--- src/rtl/integrator_rr_scheduler.sv ---
// integrator_rr_scheduler
//   Shares one averaging-integrator datapath among NUM_CH sample streams.
//   A round-robin arbiter grants at most one channel per cycle. The granted
//   sample is averaged with that channel's previous sample. The result is
//   registered with its channel tag, one cycle after the accept.
//
// Ports
//   clk        rising-edge clock
//   rst        synchronous, active-high reset
//   en         global enable (low: no grants, history held except clears)
//   ch_valid   per-channel sample valid
//   ch_data    packed samples, channel i at [i*DATA_WIDTH +: DATA_WIDTH]
//   ch_ready   combinational one-hot grant (zero when nothing is granted)
//   ch_clear   per-channel history clear
//   out_data   signed averaged sample
//   out_ch     channel index of out_data
//   out_valid  out_data/out_ch valid
//   out_ready  downstream accept
//
// Build option
//   INTEG_ROUND_EN  round half up, (sum+1)>>>1, clamped to max positive.
//                   When undefined, the result is the truncating sum>>>1.

// Per-channel history register. An accept wins over a clear, so a
// simultaneous clear and accept leaves the new sample stored.
module integrator_hist_lane #(
    parameter int DATA_WIDTH = 16
) (
    input  logic                  clk,
    input  logic                  rst,
    input  logic                  acc,
    input  logic                  clr,
    input  logic [DATA_WIDTH-1:0] din,
    output logic [DATA_WIDTH-1:0] hist
);
    always_ff @(posedge clk) begin
        if (rst)      hist <= '0;
        else if (acc) hist <= din;
        else if (clr) hist <= '0;
    end
endmodule

module integrator_rr_scheduler #(
    parameter  int DATA_WIDTH = 16,
    parameter  int NUM_CH     = 4,
    localparam int CH_W       = $clog2(NUM_CH)
) (
    input  logic                         clk,
    input  logic                         rst,
    input  logic                         en,
    input  logic [NUM_CH-1:0]            ch_valid,
    input  logic [NUM_CH*DATA_WIDTH-1:0] ch_data,
    output logic [NUM_CH-1:0]            ch_ready,
    input  logic [NUM_CH-1:0]            ch_clear,
    output logic [DATA_WIDTH-1:0]        out_data,
    output logic [CH_W-1:0]              out_ch,
    output logic                         out_valid,
    input  logic                         out_ready
);
    localparam logic [CH_W-1:0] LAST_CH = CH_W'(NUM_CH - 1);

    typedef struct packed {
        logic [DATA_WIDTH-1:0] data;
        logic [CH_W-1:0]       ch;
    } out_t;

    out_t                                 out_q;
    logic [CH_W-1:0]                      rr_ptr;
    logic [NUM_CH-1:0][DATA_WIDTH-1:0]    ch_data_v;
    logic [NUM_CH-1:0][DATA_WIDTH-1:0]    hist_q;
    logic [NUM_CH-1:0]                    rot;
    logic [CH_W:0]                        wrap_idx;
    logic [CH_W-1:0]                      grant_idx;
    logic                                 found;
    logic                                 slot_free;
    logic                                 grant;
    logic [DATA_WIDTH-1:0]                sel_in;
    logic [DATA_WIDTH-1:0]                sel_h;
    logic signed [DATA_WIDTH:0]           sum;
    logic [DATA_WIDTH-1:0]                avg;

    assign ch_data_v = ch_data;

    // ---------------- arbitration ----------------
    assign slot_free = !out_valid || out_ready;

    // Rotate the request vector so bit 0 is the channel at rr_ptr. The
    // lowest set bit is then the winner. Map it back modulo NUM_CH.
    always_comb begin
        rot       = NUM_CH'({ch_valid, ch_valid} >> rr_ptr);
        found     = 1'b0;
        wrap_idx  = '0;
        grant_idx = '0;
        for (int i = 0; i < NUM_CH; i++) begin
            if (!found && rot[i]) begin
                found    = 1'b1;
                wrap_idx = {1'b0, rr_ptr} + (CH_W+1)'(i);
                if (wrap_idx >= (CH_W+1)'(NUM_CH))
                    wrap_idx = wrap_idx - (CH_W+1)'(NUM_CH);
                grant_idx = wrap_idx[CH_W-1:0];
            end
        end
    end

    assign grant    = !rst && en && slot_free && found;
    assign ch_ready = grant ? (NUM_CH'(1) << grant_idx) : '0;

    // ---------------- per-channel history ----------------
    for (genvar g = 0; g < NUM_CH; g++) begin : g_lane
        integrator_hist_lane #(.DATA_WIDTH(DATA_WIDTH)) u_lane (
            .clk  (clk),
            .rst  (rst),
            .acc  (ch_ready[g]),
            .clr  (ch_clear[g]),
            .din  (ch_data_v[g]),
            .hist (hist_q[g])
        );
    end

    // ---------------- datapath ----------------
    // A clear in the same cycle as the accept averages against zero.
    always_comb begin
        sel_in = ch_data_v[grant_idx];
        sel_h  = ch_clear[grant_idx] ? '0 : hist_q[grant_idx];
        sum    = $signed({sel_in[DATA_WIDTH-1], sel_in}) +
                 $signed({sel_h[DATA_WIDTH-1], sel_h});
    end

`ifdef INTEG_ROUND_EN
    localparam logic signed [DATA_WIDTH+1:0] MAX_POS = {3'b000, {(DATA_WIDTH-1){1'b1}}};
    localparam logic [DATA_WIDTH-1:0]        MAX_OUT = {1'b0, {(DATA_WIDTH-1){1'b1}}};

    logic signed [DATA_WIDTH+1:0] sum_r;
    logic signed [DATA_WIDTH+1:0] shr_r;

    // Two extra bits so the +1 cannot wrap. The clamp guards the top end.
    always_comb begin
        sum_r = $signed({sum[DATA_WIDTH], sum}) + $signed((DATA_WIDTH+2)'(1));
        shr_r = sum_r >>> 1;
        avg   = (shr_r > MAX_POS) ? MAX_OUT : DATA_WIDTH'(shr_r);
    end
`else
    // Arithmetic shift floors. The sum of two in-range values halves back into range.
    always_comb avg = DATA_WIDTH'(sum >>> 1);
`endif

    // ---------------- output register / pointer ----------------
    always_ff @(posedge clk) begin
        if (rst) begin
            out_q     <= '0;
            out_valid <= 1'b0;
            rr_ptr    <= '0;
        end else if (grant) begin
            out_q.data <= avg;
            out_q.ch   <= grant_idx;
            out_valid  <= 1'b1;
            rr_ptr     <= (grant_idx == LAST_CH) ? '0 : grant_idx + CH_W'(1);
        end else if (out_ready) begin
            out_valid <= 1'b0;
        end
    end

    assign out_data = out_q.data;
    assign out_ch   = out_q.ch;
endmodule

--- config.mk ---
export PLATFORM = sky130hd
export DESIGN_NAME = integrator_rr_scheduler
export DESIGN_NICKNAME = d
export VERILOG_FILES = /design/src/rtl/integrator_rr_scheduler.sv
export SDC_FILE = /design/constraint.sdc
export NUM_CORES = 1
export LEC_CHECK = 0
export ABC_AREA = 1
export BUFFER_PORTS_ARGS = -buffer_cell sky130_fd_sc_hd__buf_4
export CORE_MARGIN = 3
export CORE_UTILIZATION = 30
export DETAILED_ROUTE_END_ITERATION = 10
export HOLD_SLACK_MARGIN = 0.06
export PLACE_DENSITY = 0.45
export SKIP_CTS_REPAIR_TIMING = 1
export SYNTH_ARGS = -nofsm -noshare
export SYNTH_HDL_FRONTEND = slang
export SYNTH_SLANG_ARGS = --single-unit
--- constraint.sdc ---
create_clock -name clk -period 4.7 [get_ports clk]
set_input_delay 0 -clock clk [delete_from_list [all_inputs] [get_ports clk]]
set_output_delay 0 -clock clk [all_outputs]
set_load 0.01 [all_outputs]
==> results of run 1 <==
-- path summary, 6_finish.rpt --
path	to	slack, ns	cells after the start
setup / recovery	out_data[11]	0.54	24
hold / removal	g_lane[0].u_lane.hist[6]	0.04	5
hold reg to reg	g_lane[1].u_lane.hist[8]	0.46	2
setup reg to reg	out_data[11]	0.54	24
-- cell type report --
cell class                 count  area (um^2)  share of cell area
clock buffer                  12        246.5             0.03392
clock inverter                 4        31.28            0.004304
inverter                     110        429.2             0.05906
multi-input combinational    590         3152              0.4337
sequential                    85         1703              0.2343
tap                          225        281.5             0.03874
timing repair buffer         168         1424              0.1959
-- cell usage after synthesis, types with 10 or more instances --
cell type  number
dfxtp_1        85
o22ai_2        10
buf_2          12
nor2_1         32
a21oi_1       110
a22oi_1        11
nand3_1        24
or2_1          21
o21ai_0        75
inv_1          98
ha_1           19
nand2_1       223
clkbuf_1       23
-- worst max-delay path: cells and delay by family (launching register included) --
family,cells,cell delay [ns]
XOR/XNOR,1,0.12
flip-flops,1,0.52
buffers and inverters,4,0.70
AND/OR/NAND/NOR,11,1.24
adder cells (fa/ha/maj),1,0.36
AO/OA/AOI/OAI,7,1.08
-- metal layers --
metal  up-vias  routed length, um  track usage
li1       2943                  -            -
met1      2399               9264       0.2650
met2        99               7486       0.2459
met3         6                715      0.03707
met4         0                143      0.04040
met5         -                  0            0
-- power by group --
part	leakage [nW]	internal, mW	switching, mW
registers	0.691	0.775	0.0304
clock network	0.137	0.376	0.312
logic	2.46	0.608	1.03
total	3.29	1.76	1.37
-- metrics by stage --
stage	cells	cell area, um^2	setup slack [ns]
final	1194	7267	0.5408
after global routing	1194	7267	0.07028
after CTS	1130	6631	0.3096
after detailed placement	1114	6354	0.3325
after global placement	1114	6354	0.4161
after floorplan	833	5523	1.224
-- cell families (layout without fill, tap and decap cells) --
group | count (synthesis) | count (layout)
xor gates and xnor gates | 10 | 10
DFF | 85 | 85
adders and majority gates | 20 | 20
AOI/OAI and AO/OA | 224 | 224
buffers and inverters | 158 | 294
and+or+nand+nor | 336 | 336
-- flip-flops by register name (all words and copies together), names as in the netlist --
signal              cells
out_ch                  2
g_lane.u_lane.hist     64
out_valid               1
out_data               16
rr_ptr                  2
==> results_dict.tcl, run 1 <==
set metrics [dict create \
    yosys.area.top_type "dfxtp_1" \
    synth_area_leaders "dfxtp_1, nand2_1, a21oi_1" \
    syn2layout_area_growth_pct 31.58 \
    synthArstFlopShare 0 \
    fp-row-count 48 \
    fin_util 0.4116 \
    synth_top_cell_area_share 0.3081 \
    cts_tree "built" \
    final_common_cell "nand2_1" \
    antenna_left 0 \
    hold_ws_ns 0.04490 \
    synth_mux_area_frac 0 \
    rr_startpoint "rr_ptr[1]" \
    synthXorXnorAreaFrac 0.01586 \
    post-route-period-util 0.8849 \
    ir_drop_mv 0.2888 \
    fin_crit_ns 4.159 \
    final-setup-viol-count 0 \
    leakagePower_nw 3.286 \
    hp-class "in2reg" \
    dp_hpwl_um 12430 \
    htree_levels 3 \
    path_class "reg2reg" \
    viasPerCell 4.562 \
    crit_path_cell_trace "inv_2 > nand3_1 > nand2_1 > a21oi_1 > nand2_2 > nand3_4 > clkinvlp_4 > buf_4 > o21ai_0 > o21ai_0 > nand2_1 > inv_1 > ha_1 > a31oi_1 > o21ai_0 > nand3_1 > nand2_1 > nand3_1 > nand2_1 > a21oi_1 > nor2_1 > nor2_1 > xor2_1 > a21oi_1" \
    crit_arrival_ns 4.37 \
    n_antenna_cell 0 \
    cts_buffers 9 \
    synth_adder_area_share 0.04667 \
    grt_pass1_vias 5039 \
    initialDrtViolationCount 258 \
    hold_viol_final 0 \
    grt_max_degree 68 \
    hp-start "ch_data[6]" \
    power_mw 3.132 \
    synth_edf_count 0 \
    core_um2 17660 \
    ys.flop_type "dfxtp_1" \
    grt_overflow 0 \
    die_w_um 141.7 \
    synth_seq_cells 85 \
    grt_antenna_before_repair 0 \
    status "finished clean" \
    slew_headroom 0.4535 \
    first_pass_iters 4 \
    endpoint_kind "flop" \
    yosysWarnings 0 \
    synth_nets 929 \
    gp_congestion 0.7955 \
    path_max_fanout 23 \
    grt_pass1_wl_um 27520 \
    required_ns 4.91 \
    max_stage_delay_ns 0.52 \
    vias 5447 \
    slew_viol_final 0 \
    synth_cells 833 \
    syn-cell-area_um2 5523 \
    synth_top_family_by_area "simple AND/OR/NAND/NOR gates" \
    synthSimpleGateAreaFrac 0.2798 \
    grt_use_total 0.1732 \
    fin_nets 1060 \
    die_h_um 141.7 \
    crit_path_frequent_cell "nand2_1" \
    power.density_nw_per_um2 431.0 \
    fin_tns_setup_ns 0 \
    synth_compound_area_frac 0.2284 \
    timing.fmax_ghz 0.2404 \
    initial_utilization 0.3128 \
    clock_skew_ns 0.01082 \
    wl_um 17610 \
    portBuffers 98 \
    critPathSlowestCell "dfxtp_1" \
    fillers 1945 \
    wl_per_cell_um 14.75 \
    most-common-layout-cells "nand2_1, a21oi_1, buf_4" \
    startpoint_type "flop" \
    seq_area_frac_synth 0.3081 \
    layout-drive-gt1-share 0.1796 \
    clkTransAtPathRegs_ns 0.07 \
    clock_tree.buffer_depth 2 \
    drc 0 \
    cts-root-buf "clkbuf_16" \
    clk_latency_ns 0.35 \
    rsz0062_at_grt "no" \
    ys_types 42 \
    tightestPinTransition_ns 0.8197 \
    crit_start "rr_ptr[1]" \
    dieArea_um2 20070 \
    io_pins 99 \
    clock_sinks 85 \
    drv_cap 0 \
    syn_avg_cell_area_um2 6.630 \
]
No activity file was read; power rests on OpenSTA's default activity.
==> inputs of run 2 (changes only) <==
--- a/config.mk
+++ b/config.mk
@@ -5,13 +5,12 @@
 export SDC_FILE = /design/constraint.sdc
 export NUM_CORES = 1
 export LEC_CHECK = 0
-export ABC_AREA = 1
 export BUFFER_PORTS_ARGS = -buffer_cell sky130_fd_sc_hd__buf_4
 export CORE_MARGIN = 3
 export CORE_UTILIZATION = 30
 export DETAILED_ROUTE_END_ITERATION = 10
 export HOLD_SLACK_MARGIN = 0.06
-export PLACE_DENSITY = 0.45
+export PLACE_DENSITY = 0.46
 export SKIP_CTS_REPAIR_TIMING = 1
 export SYNTH_ARGS = -nofsm -noshare
 export SYNTH_HDL_FRONTEND = slang
==> run 2 against run 1 <==
  * Hold slack improved by 0.047 ns
  * Clock skew decreased by 0.0030 ns
  * Routed wire length increased by 4.7%
  * Highest routed layer unchanged
  * Clock power increased by 4.9%
  * First-iteration DRC count up 34%
  * Combinational power fell by 58%
==> results_dict.tcl, run 2 <==
set metrics [dict create \
    synthArstFlopShare 0 \
    startpoint_type "flop" \
    layout-drive-gt1-share 0.1867 \
    grt_use_total 0.1924 \
    synth_cells 647 \
    die_w_um 137.0 \
    grt_pass1_vias 4822 \
    htree_levels 3 \
    portBuffers 98 \
    grt_antenna_before_repair 0 \
    fin_tns_setup_ns 0 \
    synth_nets 743 \
    wl_per_cell_um 18.11 \
    clock_skew_ns 0.007850 \
    initial_utilization 0.3081 \
    cts_buffers 9 \
    gp_congestion 0.8449 \
    synth_commonest_cells "nand2_1, a21oi_1, dfxtp_1, nand3b_1, mux2i_1" \
    largest_register_ff_count 64 \
    drc 0 \
    io_pins 99 \
    die_h_um 137.0 \
    worstHoldPathCells 3 \
    post-route-period-util 0.8931 \
    synth_seq_cells 85 \
    synth_area_leaders "dfxtp_1, a21oi_1, nand3b_1" \
    fin_crit_ns 4.197 \
    fillers 1684 \
    yosys.area.top_type "dfxtp_1" \
    status "finished clean" \
    vias 5180 \
    hp-class "in2reg" \
    seq_area_frac_synth 0.3307 \
    path_class "reg2reg" \
    n_antenna_cell 0 \
    ir_drop_mv 0.1803 \
    cts-root-buf "clkbuf_16" \
    clock_tree.buffer_depth 2 \
    synth_edf_count 0 \
    grt_max_degree 78 \
    dp_hpwl_um 13130 \
    yosysWarnings 0 \
    path_max_fanout 24 \
    grt_overflow 0 \
    ys.flop_type "dfxtp_1" \
    dieArea_um2 18760 \
    most-common-layout-cells "nand2_1, buf_4, a21oi_1" \
    endpoint_kind "flop" \
    leakagePower_nw 2.995 \
    power.density_nw_per_um2 310.7 \
    antenna_left 0 \
    core_um2 16700 \
    rsz0062_at_grt "no" \
    syn2layout_area_growth_pct 36.55 \
    tightestPinTransition_ns 0.8929 \
    slew_viol_final 0 \
    viasPerCell 5.088 \
    drv_cap 0 \
    clock_sinks 85 \
    clk_latency_ns 0.35 \
    fp-row-count 47 \
    crit_arrival_ns 4.40 \
    final-setup-viol-count 0 \
    final_common_cell "nand2_1" \
    wl_um 18440 \
    slew_headroom 0.4047 \
    clkTransAtPathRegs_ns 0.07 \
    syn_avg_cell_area_um2 7.952 \
    hold_ws_ns 0.09225 \
    initialDrtViolationCount 346 \
    timing.fmax_ghz 0.2382 \
    grt_pass1_wl_um 27350 \
    required_ns 4.91 \
    ys_types 49 \
    r2r_cells 16 \
    synth_top_cell_area_share 0.3307 \
    regMostFlops "g_lane.u_lane.hist" \
    synth.most_common_cell "nand2_1" \
    first_pass_iters 5 \
    hold_viol_final 0 \
    fin_nets 889 \
    syn-cell-area_um2 5145 \
    cts_tree "built" \
]
run 2: cell types whose count changed in the layout (fill, tap and decap cells not counted), sizes merged, moves of 8 or more:
cell / before / now
nand2: 240 / 122
inv: 108 / 6
o21ai: 78 / 9
nand3b: 0 / 64
mux2i: 0 / 47
nand3: 33 / 10
or2: 22 / 0
and3: 0 / 18
mux2: 0 / 15
a22oi: 11 / 0
o22ai: 11 / 0
a21oi: 110 / 102
run 2: layer usage:
| metal | vias up | wire length (um) | global-route usage |
|---|---|---|---|
| met3 | 22 | 908 | 0.03860 |
| met5 | - | 0 | 0 |
| li1 | 2568 | - | - |
| met2 | 140 | 8476 | 0.2959 |
| met1 | 2450 | 8667 | 0.2706 |
| met4 | 0 | 384 | 0.05987 |
run 2: report_power, final:
part | leakage, nW | switching, mW | internal (mW)
Sequential | 0.689 | 0.0210 | 0.755
Clock | 0.143 | 0.298 | 0.425
Combinational | 2.16 | 0.376 | 0.308
run 2: cells by family (layout without fill, tap and decap cells):
family	after synthesis	in the layout	share of synthesized area
AO/OA/AOI/OAI	147	147	0.1673
multiplexers	62	62	0.1243
buffers and inverters	56	207	0.04742
flip-flops	85	85	0.3307
AND/OR/NAND/NOR	266	266	0.2614
XOR/XNOR	11	11	0.01873
adder cells (fa/ha/maj)	20	20	0.05010
run 2: path summary, 6_finish.rpt:
| kind | from | to | slack (ns) |
|---|---|---|---|
| hold reg to reg | out_data[7] | out_data[7] | 0.45 |
| hold / removal | ch_clear[2] | g_lane[2].u_lane.hist[3] | 0.09 |
| setup / recovery | rr_ptr[0] | out_data[13] | 0.50 |
| setup reg to reg | rr_ptr[0] | out_data[13] | 0.50 |
run 2: critical path, cell delays in order (launching register included):
cell	delay, ns
dfxtp_1	0.33
nor2b_1	0.26
o21ai_1	0.14
o221a_2	0.21
inv_2	0.47
buf_4	0.33
mux2_2	0.36
nor2_1	0.11
a21oi_1	0.10
fa_1	0.51
a211oi_1	0.35
o31ai_1	0.17
o2111ai_1	0.10
nand2_1	0.11
a31oi_1	0.24
xor2_1	0.18
o21ai_0	0.08
run 2: final cells by class:
class                      instances  area, um^2  share of cell area
timing repair buffer             180        1514              0.2155
tap                              220       275.3             0.03918
clock buffer                      12       246.5             0.03508
inverter                          11       41.29            0.005877
clock inverter                     4       47.55            0.006768
sequential                        85        1702              0.2422
multi-input combinational        506        3199              0.4554
run 2: per-stage QoR:
step	power, mW	setup WS [ns]	std cells	cell area [um^2]	utilization
2_1_floorplan	1.190	0.9721	647	5145	-
3_3_place_gp	1.430	0.7117	937	6081	0.3641
4_1_cts	2.163	0.4822	953	6375	0.3817
6_report	2.183	0.5026	1018	7025	0.4207
5_1_grt	2.306	0.09148	1018	7025	0.4207
3_5_place_dp	1.428	0.5265	937	6081	0.3641
